$ cat src/rtl/regfile_pkg.sv
// regfile_pkg: shared widths, register-0 index and data/address types for reg_file.
package regfile_pkg;
    localparam int DATA_W = 32;
    localparam int ADDR_W = 5;
    localparam int NUM_REGS = 32;
    localparam logic [ADDR_W-1:0] ZERO_REG = 5'd0;
    typedef logic [ADDR_W-1:0] reg_addr_t;
    typedef logic [DATA_W-1:0] reg_data_t;
endpackage

$ cat src/rtl/regfile_read_port.sv
// regfile_read_port: one combinational read port with x0 masking and enable gating.
// REGFILE_BYPASS_EN adds same-cycle write-through forwarding.
module regfile_read_port
    import regfile_pkg::*;
#(
    parameter int DATA_W = regfile_pkg::DATA_W,
    parameter int ADDR_W = regfile_pkg::ADDR_W
) (
    input  logic [DATA_W-1:0] regs [2**ADDR_W],
    input  logic [ADDR_W-1:0] rs,
    input  logic              enable,
    input  logic              wr_hit,
    input  logic [ADDR_W-1:0] rd,
    input  logic [DATA_W-1:0] din,
    output logic [DATA_W-1:0] out
);
    logic zero;
    assign zero = !enable || rs == ADDR_W'(ZERO_REG);
`ifdef REGFILE_BYPASS_EN
    always_comb begin
        out = zero ? '0 : (wr_hit && rs == rd) ? din : regs[rs];
    end
`else
    logic unused_bypass;
    assign unused_bypass = ^{wr_hit, rd, din};
    always_comb begin
        out = zero ? '0 : regs[rs];
    end
`endif
endmodule

$ cat src/rtl/reg_file.sv
// reg_file: 32 x 32 register file, two combinational reads, one synchronous write, x0 = 0.
// Define REGFILE_BYPASS_EN for write-through forwarding to the read ports.
module reg_file
    import regfile_pkg::*;
#(
    parameter int DATA_W = regfile_pkg::DATA_W,
    parameter int ADDR_W = regfile_pkg::ADDR_W
) (
    input  logic              clk,
    input  logic              reset,
    input  logic [ADDR_W-1:0] rs1,
    input  logic [ADDR_W-1:0] rs2,
    input  logic [ADDR_W-1:0] rd,
    input  logic [DATA_W-1:0] din,
    input  logic              enable,
    input  logic              rw,
    output logic [DATA_W-1:0] out1,
    output logic [DATA_W-1:0] out2
);
    logic [DATA_W-1:0] regs [2**ADDR_W];
    logic wr_en;
    logic wr_hit;
    assign wr_en = enable && rw && rd != ADDR_W'(ZERO_REG);
    assign wr_hit = wr_en && !reset;
    always_ff @(posedge clk) begin
        if (reset) regs <= '{default: '0};
        else if (wr_en) regs[rd] <= din;
    end
    regfile_read_port #(.DATA_W(DATA_W), .ADDR_W(ADDR_W)) u_rp1 (
        .regs(regs), .rs(rs1), .enable(enable), .wr_hit(wr_hit), .rd(rd), .din(din), .out(out1)
    );
    regfile_read_port #(.DATA_W(DATA_W), .ADDR_W(ADDR_W)) u_rp2 (
        .regs(regs), .rs(rs2), .enable(enable), .wr_hit(wr_hit), .rd(rd), .din(din), .out(out2)
    );
endmodule

$ cat config.mk
export PLATFORM = sky130hd
export DESIGN_NAME = reg_file
export DESIGN_NICKNAME = d
export VERILOG_FILES = /design/src/rtl/regfile_pkg.sv /design/src/rtl/regfile_read_port.sv /design/src/rtl/reg_file.sv
export SDC_FILE = /design/constraint.sdc
export NUM_CORES = 2
export LEC_CHECK = 0
export ABC_AREA = 1
export BUFFER_PORTS_ARGS = -buffer_cell sky130_fd_sc_hd__buf_2
export CAP_MARGIN = 25
export CORE_UTILIZATION = 45
export DETAILED_ROUTE_END_ITERATION = 12
export GPL_ROUTABILITY_DRIVEN = 0
export SLEW_MARGIN = 0
export SYNTH_ARGS = -nofsm -noshare
export SYNTH_HDL_FRONTEND = slang
export SYNTH_SLANG_ARGS = --single-unit
$ cat constraint.sdc
create_clock -name clk -period 1.45 [get_ports clk]
set_input_delay 0.145 -clock clk [delete_from_list [all_inputs] [get_ports clk]]
set_output_delay 0.145 -clock clk [all_outputs]
set_load 0.02 [all_outputs]
==> flow_summary_export.csv <==
group,metric,value,unit
cts,path_clk_slew,0.06,ns
final_layout,reg_top3,"regs x1024",
sta,layout_setup_ws,-0.828,ns
power_and_ir_drop,p_leak,27.7,nW
worst_setup_path,worstPathCellList,"nand2_1, nand3_1, nand3_1, nand3_2, nand3_2, a21oi_4, buf_6",
global_routing,met3_usage,11.3,%
global_routing,grtUsageMet2,61.3,%
routing,vias_per_cell,6.00,
final_layout,largest_register_ffs,1024,
sta,timing_hold_violations_final,0,
sta,drv_slew,0,
logic_synthesis,netlist_area,55500,sq um
worst_setup_path,critical_path_class,"reg2out",
sta,min_period,2.28,ns
sta,fin_crit_sh,157,%
cts,clock_sinks,1024,
worst_setup_path,cp-end-kind,"output port",
floorplan,fp-row-count,128,
floorplan,die_area,125000,sq um
floorplan,die_y,353,um
routing,routedWlPerCell,24.5,um
sta,finalSetupViolCount,64,
routing,drtIter0Drc,10600,
final_layout,drive_gt1_share,23.4,%
worst_hold_path,hp-class,"in2reg",
global_routing,use_met1,54.9,%
outcome,status,"complete, but fails checks",
final_layout,top_register,"regs",
global_routing,antenna_found_initial,7,
sta,slew_headroom,54.1,%
placement,placed_cells,10900,
cts,clockBufferDepth,3,
cts,cts_buffers,118,
worst_setup_path,crit_fanout,3,
power_and_ir_drop,pwr_density_cell,954,nW/um^2
floorplan,num_io_pins,115,
power_and_ir_drop,vdd_drop_max,980,uV
worst_hold_path,worstHoldEndpoint,"regs[906]$_SDFFE_PP0P_",
floorplan,die_w,353,um
floorplan,start_util,45.5,%
global_routing,grt_use_total,42.1,%
routing,drc,0,
floorplan,coreArea,122000,sq um
sta,max_freq,0.439,GHz
final_layout,final_util,59.4,%
worst_setup_path,slowest_delay,0.34,ns
global_routing,grt_pass1_wl,397000,um
placement,io_buffers,114,
worst_setup_path,reg2regPathDepth,4,
final_layout,syn_to_final_growth,30.5,%
worst_setup_path,crit_arrival,2.13,ns
routing,wl,274000,um
logic_synthesis,synth_nets,9326,
logic_synthesis,avgSynthCellArea,5.98,sq um
cts,root_buffer,"clkbuf_16",
worst_setup_path,worst_r2r_endpoint,"regs[282]$_SDFFE_PP0P_",
worst_setup_path,crit_required,1.31,ns
final_layout,final.fill_count,11500,
sta,finClkSkew,0,ns
final_layout,fin_cells,11200,
routing,dr.pass1.iters,8,
worst_setup_path,startpoint_type,"flop",
logic_synthesis,ys_seq_area_share,36.9,%
placement,dpl.hpwl,175000,um
global_routing,busiest_layer,"met2",
sta,rsz0062_at_grt,"yes",
sta,worst_pin_slew,0.689,ns
job,maxCapViolCount,0,
routing,antenna_left,0,
worst_setup_path,crit_family,"simple AND/OR/NAND/NOR gates",
logic_synthesis,yosysWarnings,0,
worst_hold_path,min_path_cells,5,
cts,h-tree-depth,3,
worst_setup_path,slowest_stage,"dfxtp_2",
routing,vias,67100,
cts,clock_latency,0.76,ns
cts,cts_tree,"built",
logic_synthesis,ys_ff_latch,1024,
placement,dp_slack,-0.673,ns
final_layout,nets,9513,
logic_synthesis,syn-instance-count,9275,
outcome,violations,"setup timing",
logic_synthesis,synth_cell_types,20,
global_routing,grt_max_degree,78,
worst_setup_path,r2r_slack,0.61,ns
worst_hold_path,min-delay-start,"rd[0]",
worst_setup_path,crit_buf_inv,1,
global_routing,grt-ovfl-total,0,
worst_setup_path,reg2reg_from,"regs[282]$_SDFFE_PP0P_",
global_routing,grt_pass1_vias,59800,
-- repair_timing --
item,4_1_cts,5_1_grt
hold endpoints to repair,964,0
endpoints found under the setup margin,64,65
gates resized for setup,839,556
setup buffers,7,13
hold buffers,34,0
pin swaps,215,234
-- final cells by class --
cell class,instances,area (sq um),share of cell area [%]
inverter,231,912,1.26
tap,1625,2030,2.81
sequential,1024,21100,29.2
timing repair buffer,900,10500,14.5
multi-input combinational,7187,34000,46.9
clock inverter,32,270,0.373
clock buffer,186,3600,4.97
antenna,2,5.00,0.00691
-- stage by stage --
stage | hold WS [ns] | instance area (sq um) | power, mW | setup TNS (ns)
floorplan | 0.321 | 56200 | 33.4 | -0.714
global placement | 0.426 | 64400 | 38.1 | -305.23
detailed placement | 0.427 | 64400 | 38.1 | -313.57
CTS | 0.0894 | 70800 | 68.6 | -45.68
global route | 0.156 | 72400 | 70.6 | -47.45
finish | 0.159 | 72400 | 69.1 | -44.60
-- cells in the final DEF (no fill, tap or decap), drive strengths merged --
cell         Yosys  final
nand3         1307   1307
clkinv           4     25
clkbuf         489    186
nand2         3045   3045
clkinvlp         0      1
nor2          1272   1272
dfxtp         1024   1024
inv            227    234
bufinv           0      3
diode            0      2
buf            344    866
dlygate4sd3      0     34
nand4            3      3
a21oi          736    736
o21ai          824    824
-- worst max path at each step --
| stage | slack [ns] | from | cells past startpoint | end |
|---|---|---|---|---|
| after floorplan | -0.02 | rs1[2] | 9 | out1[22] |
| after global placement | -0.67 | rs2[2] | 11 | out2[15] |
| after detailed placement | -0.67 | rs1[0] | 13 | out1[25] |
| after CTS | -0.84 | regs[109]$_SDFFE_PP0P_ | 8 | out2[13] |
| after global routing | -0.87 | regs[299]$_SDFFE_PP0P_ | 8 | out2[11] |
| final | -0.83 | regs[1]$_SDFFE_PP0P_ | 7 | out2[1] |
-- power by group --
group / leakage (nW) / switching, mW / internal [mW]
combinational: 17.2 / 6.88 / 3.35
clock: 1.93 / 13.0 / 17.4
sequential: 8.51 / 0.135 / 28.3
-- per-layer routing --
| layer | up-vias | wire (um) |
|---|---|---|
| li1 | 30300 | - |
| met1 | 31100 | 104000 |
| met2 | 4696 | 113000 |
| met3 | 1024 | 37300 |
| met4 | 4 | 20100 |
| met5 | - | 25 |
-- tightest hold or removal path: cells and delay by family --
kind	cells	cell delay, ns
AO/OA/AOI/OAI	1	0.08
buffers and inverters	3	0.51
AND/OR/NAND/NOR	1	0.14
-- cells in the mapped netlist (all sizes together) --
library cell	count	share of area [%]
nand2	3045	21
nand3	1307	12
nor2	1272	8.7
dfxtp	1024	37
o21ai	824	7.4
a21oi	736	6.6
clkbuf	489	3.3
buf	344	3.0
inv	227	1.5
clkinv	4	0.027
nand4	3	0.034
-- cells by family (layout without fill, tap and decap cells) --
group / Yosys count / in the layout / synth area share [%]
other cells: 0 / 2 / 0
buf+inv: 1064 / 1349 / 7.88
flops: 1024 / 1024 / 36.9
simple gates: 5627 / 5627 / 41.1
compound gates: 1560 / 1560 / 14.1
No activity file was read; power rests on OpenSTA's default activity.
